[src/rtl/cpu_lsu_ctrl.sv]
// cpu_lsu_ctrl: load/store unit bus controller.
// Accepts one core access at a time, lane-aligns store data and strobes,
// runs one (or two, when split) word beats on the memory bus, and returns
// sign/zero-extended load data with a one-cycle completion pulse.
// A beat that waits TIMEOUT_CYCLES cycles for mem_ready is abandoned with an error.
// Optional feature macro: LSU_MISALIGNED_SPLIT_EN -- when defined, misaligned
// accesses are split into two word beats instead of being rejected.
module cpu_lsu_ctrl #(
  parameter int TIMEOUT_CYCLES = 255
) (
  input  logic        clk,
  input  logic        rst,
  input  logic        req_valid,
  output logic        req_ready,
  input  logic        req_we,
  input  logic [2:0]  req_funct3,
  input  logic [31:0] req_addr,
  input  logic [31:0] req_wdata,
  output logic        rsp_valid,
  output logic [31:0] rsp_rdata,
  output logic        rsp_err,
  output logic        mem_valid,
  input  logic        mem_ready,
  output logic        mem_we,
  output logic [31:0] mem_addr,
  output logic [31:0] mem_wdata,
  output logic [3:0]  mem_wstrb,
  input  logic [31:0] mem_rdata
);

`ifdef LSU_MISALIGNED_SPLIT_EN
  localparam bit SPLIT_EN = 1'b1;
`else
  localparam bit SPLIT_EN = 1'b0;
`endif

  localparam logic [15:0] CNT_LAST = 16'(TIMEOUT_CYCLES - 1);

  typedef enum logic [1:0] {IDLE, BEAT0, BEAT1, RESP} state_t;

  // Reserved encodings, and stores asking for an unsigned (load-only) size.
  function automatic logic is_invalid(input logic we, input logic [2:0] f3);
    return (f3 == 3'b011) || (f3 == 3'b110) || (f3 == 3'b111) || (we && f3[2]);
  endfunction

  // Halfwords crossing the word boundary, or words not on a word boundary.
  function automatic logic is_misaligned(input logic [2:0] f3, input logic [1:0] off);
    return ((f3[1:0] == 2'b01) && (off == 2'b11)) ||
           ((f3[1:0] == 2'b10) && (off != 2'b00));
  endfunction

  // Byte strobes over two consecutive words; upper nibble belongs to the second beat.
  function automatic logic [7:0] lane_strb(input logic [2:0] f3, input logic [1:0] off);
    logic [7:0] base;
    case (f3[1:0])
      2'b00:   base = 8'b0000_0001;
      2'b01:   base = 8'b0000_0011;
      default: base = 8'b0000_1111;
    endcase
    return base << off;
  endfunction

  // Store data shifted into its byte lanes over two consecutive words.
  function automatic logic [63:0] lane_data(input logic [31:0] wd, input logic [1:0] off);
    return {32'b0, wd} << {off, 3'b000};
  endfunction

  // Right-align the addressed field of a two-word window.
  function automatic logic [31:0] load_field(input logic [63:0] win, input logic [1:0] off);
    return 32'(win >> {off, 3'b000});
  endfunction

  // Sign or zero extension according to the access size.
  function automatic logic [31:0] load_extend(input logic [2:0] f3, input logic [31:0] f);
    case (f3)
      3'b000:  return {{24{f[7]}}, f[7:0]};
      3'b001:  return {{16{f[15]}}, f[15:0]};
      3'b100:  return {24'b0, f[7:0]};
      3'b101:  return {16'b0, f[15:0]};
      default: return f;
    endcase
  endfunction

  state_t      state_q, state_d;
  logic [15:0] cnt_q, cnt_d;
  logic        err_q;
  logic        split_q;
  logic        we_q;
  logic [2:0]  f3_q;
  logic [31:0] addr_q;
  logic [1:0]  off_q;
  logic [7:0]  strb_q;
  logic [63:0] wdat_q;
  logic [31:0] lo_q;
  logic [31:0] rdata_q;

  logic        accept;
  logic        done;
  logic        timeout;
  logic        req_bad;
  logic        req_split;
  logic [63:0] rd_win;

  assign req_split = SPLIT_EN && is_misaligned(req_funct3, req_addr[1:0]) &&
                     !is_invalid(req_we, req_funct3);
  assign req_bad   = is_invalid(req_we, req_funct3) ||
                     (!SPLIT_EN && is_misaligned(req_funct3, req_addr[1:0]));
  assign rd_win    = (state_q == BEAT1) ? {mem_rdata, lo_q} : {32'b0, mem_rdata};

  // Next-state, wait counter and handshake decode.
  always_comb begin
    state_d   = state_q;
    cnt_d     = cnt_q;
    req_ready = 1'b0;
    mem_valid = 1'b0;
    accept    = 1'b0;
    done      = 1'b0;
    timeout   = 1'b0;
    case (state_q)
      IDLE: begin
        req_ready = 1'b1;
        if (req_valid) begin
          accept  = 1'b1;
          cnt_d   = 16'd0;
          state_d = req_bad ? RESP : BEAT0;
        end
      end
      BEAT0, BEAT1: begin
        mem_valid = 1'b1;
        if (mem_ready) begin
          cnt_d = 16'd0;
          if ((state_q == BEAT0) && split_q) begin
            state_d = BEAT1;
          end else begin
            state_d = RESP;
            done    = 1'b1;
          end
        end else if (cnt_q == CNT_LAST) begin
          timeout = 1'b1;
          state_d = RESP;
        end else begin
          cnt_d = cnt_q + 16'd1;
        end
      end
      default: state_d = IDLE;
    endcase
  end

  // Control state: FSM, wait counter, error flag and split flag.
  always_ff @(posedge clk) begin
    if (rst) begin
      state_q <= IDLE;
      cnt_q   <= 16'd0;
      err_q   <= 1'b0;
      split_q <= 1'b0;
    end else begin
      state_q <= state_d;
      cnt_q   <= cnt_d;
      if (accept) begin
        err_q   <= req_bad;
        split_q <= req_split;
      end else if (timeout) begin
        err_q <= 1'b1;
      end
    end
  end

  // Datapath: latched request, first-beat read word and response data.
  always_ff @(posedge clk) begin
    if (accept) begin
      we_q    <= req_we;
      f3_q    <= req_funct3;
      addr_q  <= {req_addr[31:2], 2'b00};
      off_q   <= req_addr[1:0];
      strb_q  <= lane_strb(req_funct3, req_addr[1:0]);
      wdat_q  <= lane_data(req_wdata, req_addr[1:0]);
      rdata_q <= 32'd0;
    end else begin
      if ((state_q == BEAT0) && mem_ready) lo_q <= mem_rdata;
      if (done) rdata_q <= we_q ? 32'd0 : load_extend(f3_q, load_field(rd_win, off_q));
      if (timeout) rdata_q <= 32'd0;
    end
  end

  assign mem_we    = mem_valid && we_q;
  assign mem_addr  = (state_q == BEAT1) ? addr_q + 32'd4 : addr_q;
  assign mem_wstrb = mem_we ? ((state_q == BEAT1) ? strb_q[7:4] : strb_q[3:0]) : 4'b0000;
  assign mem_wdata = mem_we ? ((state_q == BEAT1) ? wdat_q[63:32] : wdat_q[31:0]) : 32'd0;

  assign rsp_valid = (state_q == RESP);
  assign rsp_rdata = rsp_valid ? rdata_q : 32'd0;
  assign rsp_err   = rsp_valid && err_q;

endmodule

[config.mk]
export PLATFORM = sky130hd
export DESIGN_NAME = cpu_lsu_ctrl
export DESIGN_NICKNAME = d
export VERILOG_FILES = /design/src/rtl/cpu_lsu_ctrl.sv
export SDC_FILE = /design/constraint.sdc
export NUM_CORES = 1
export LEC_CHECK = 0
export ABC_AREA = 1
export CAP_MARGIN = 5
export CORE_ASPECT_RATIO = 1.4
export CORE_MARGIN = 2
export CORE_UTILIZATION = 30
export CTS_CLUSTER_DIAMETER = 150
export DETAILED_ROUTE_END_ITERATION = 10
export GPL_TIMING_DRIVEN = 0
export PLACE_DENSITY = 0.53
export SLEW_MARGIN = 25
export SYNTH_ARGS = -nofsm -noshare
export SYNTH_HDL_FRONTEND = slang
export SYNTH_SLANG_ARGS = --single-unit
[constraint.sdc]
create_clock -name clk -period 4.9 [get_ports clk]
set_input_delay 0.98 -clock clk [delete_from_list [all_inputs] [get_ports clk]]
set_output_delay 0.98 -clock clk [all_outputs]
set_load 0.05 [all_outputs]
==> metrics.yaml <==
outcome: "finished clean"
relSlewSlack_pct: 47.7
path_class: "reg -> out"
clkTransAtPathRegs_ns: 0.07
cts-root-buf: "clkbuf_16"
crit_required_ns: 3.92
yosys.area_share.simple_pct: 26.7
yosysMostFrequentCell: "nand2_1"
finalWorstPathRequiredPeriod_ns: 4.46
ant_nets: 0
grt_pass1_vias: 9034
reg2reg_from: "state_q[0]"
synthMuxAreaShare_pct: 1.61
grt_max_degree: 52
antenna_found_initial: 2
die_h_um: 220
fp-row-count: 78
synthAdderAreaFrac_pct: 1.01
wl_um: 33500
ys.flop_type: "edfxtp_1"
cts_tree: "built"
synth_edf_count: 131
drc: 0
async_flop_share_pct: 0
clk_path_buf_depth: 2
hold_viol: 0
fillers: 3385
final-setup-viol-count: 0
grt_overflow: 0
cts_buffers: 17
drive_above_1_share_pct: 6.50
io_buffers: 206
final_net_count: 1576
rrSetupSlack_ns: 2.63
via_per_inst: 4.73
grt_pass1_wl_um: 50700
h-tree-depth: 4
die_w_um: 158
synthCells: 1236
critPathArrivalTime_ns: 3.48
hp-class: "reg -> reg"
reg2reg_to: "rdata_q[0]"
postCtsSetupRepairBufs: 0
critPathLaunch: "state_q[0]"
fin_skew_ns: 0.0117
start_util_pct: 30.6
power_density_nw_per_um2: 503
dr_total_vias: 9065
gp_congestion: 0.910
insertion_delay_ns: 0.44
worstSetupStartpointType: "flop"
synth-xor-area-share_pct: 2.64
synth_compound_area_share_pct: 10.4
synth_top_cell_by_area: "edfxtp_1"
synth_cell_types: 47
whs_ns: 0.466
worst_setup_path_end_kind: "primary output"
dp_hpwl_um: 26200
synth_top_family_by_area: "simple AND/OR/NAND/NOR gates"
hold_buffers: 0
synth.top_cells.by_area: "edfxtp_1 (39%), nand2_1 (14%), dfxtp_1 (10%)"
first_iter_violations: 484
wl_per_cell_um: 17.5
finalCritPeriodShare_pct: 91.0
multi_input_area_um2: 4230
whs_path_depth: 2
max_freq_ghz: 0.224
synth-seq-cells: 182
worstRegToRegCells: 7
ys_seq_area_share_pct: 49.7
regArea_um2: 4950
min_from: "rdata_q[28]"
total_power_mw: 6.66
tightestPinTransition_ns: 0.784
core_area_um2: 32600
area_growth_pct: 32.8
maxCapViolations: 0
syn_avg_cell_area_um2: 8.06
pin_count: 209
clock-sinks: 182
drt-pass1-iter-count: 5
cts_resized: 0
min_to: "rdata_q[28]"
die-area_um2: 34700
ys_top_cells_by_count: "nand2_1 (372), edfxtp_1 (131), inv_1 (111)"
grt_use_total_pct: 19.6
grt_setup_unrepaired: "false"
synth_warnings: 0
synth_area_um2: 9960
drv_slew: 0
vdd_drop_max_uv: 261
p_leak_nw: 5.29
cp_max_fo: 10
synth.top_cell.area_share_pct: 39.5
[worst max-delay path by stage]
stage                                to  slack, ns  cells past startpoint
after global placement          lo_q[6]      -2.89                      4
after CTS                  mem_wdata[7]       0.38                      8
after detailed placement  mem_wdata[27]       0.88                      9
after global routing       mem_wdata[7]       0.24                      8
final                      mem_wstrb[3]       0.44                      9
after floorplan                 lo_q[0]       0.02                      5
[per-stage QoR]
| step | utilization, % | cells | TNS, ns | cell area (um^2) | setup slack (ns) |
|---|---|---|---|---|---|
| 6_report | 40.6 | 1918 | 0 | 13200 | 0.443 |
| 4_1_cts | 40.6 | 1917 | 0 | 13200 | 0.376 |
| 2_1_floorplan | - | 1237 | 0 | 9960 | 0.0206 |
| 3_5_place_dp | 38.8 | 1885 | 0 | 12600 | 0.877 |
| 3_3_place_gp | 38.6 | 1883 | -96.83 | 12600 | -2.89 |
| 5_1_grt | 40.6 | 1918 | 0 | 13200 | 0.242 |
[critical path, stage by stage, from the launching register on]
cell and delay, ns:
dfxtp_1 0.40, inv_1 0.11, ha_1 0.24, buf_6 0.15
inv_4 0.09, buf_2 0.25, buf_1 0.63, nand2_1 0.13
nor2_1 0.19, clkdlybuf4s50_1 0.85
[power breakdown]
part | internal [mW] | leakage, nW | switching, mW
sequential | 2.04 | 1.65 | 0.148
combinational | 0.912 | 3.36 | 2.17
clock | 0.760 | 0.275 | 0.634
[layout make-up]
| class | count | share of cell area [%] |
|---|---|---|
| Sequential cell | 182 | 37.5 |
| Multi-Input combinational cell | 867 | 32.0 |
| Timing Repair Buffer | 208 | 16.0 |
| Tap cell | 440 | 4.16 |
| Inverter | 123 | 3.56 |
| Clock buffer | 19 | 3.27 |
| Buffer | 65 | 2.40 |
| Clock inverter | 13 | 1.13 |
| Antenna cell | 1 | 0.0189 |
[routing by layer]
metal / GRT usage (%) / part of all wire [%] / vias to the layer above
met5: 0 / 0 / -
met4: 9.37 / 4.1 / 0
met3: 3.03 / 4.6 / 59
met2: 35.7 / 52 / 281
met1: 22.0 / 39 / 4206
li1: - / - / 4519
[placed cells by master (no fill, tap or decap), drive strengths merged, types with 11 or more instances in the layout]
cell           instances
inv                  122
buf                   38
o21ai                 66
clkdlybuf4s50        206
clkbuf                48
nand4                 11
nand3                 96
xor2                  18
xnor2                 12
a21oi                 95
mux2i                 16
edfxtp               131
dfxtp                 51
o211ai                14
nand2                375
nor2                 118
[registers in the layout (all words and copies together), names as in the netlist]
| name | cells |
|---|---|
| addr_q | 30 |
| cnt_q | 16 |
| err_q | 1 |
| f3_q | 3 |
| lo_q | 32 |
| off_q | 2 |
| rdata_q | 32 |
| state_q | 2 |
| strb_q | 7 |
| wdat_q | 56 |
| we_q | 1 |
[kinds of logic after synthesis]
| group | after synthesis |
|---|---|
| compound gates | 192 |
| mux | 16 |
| simple gates | 619 |
| other cells | 1 |
| xor+xnor | 30 |
| fa+ha+maj | 8 |
| flops | 182 |
| buf+inv | 188 |
No activity file was read; power rests on OpenSTA's default activity.
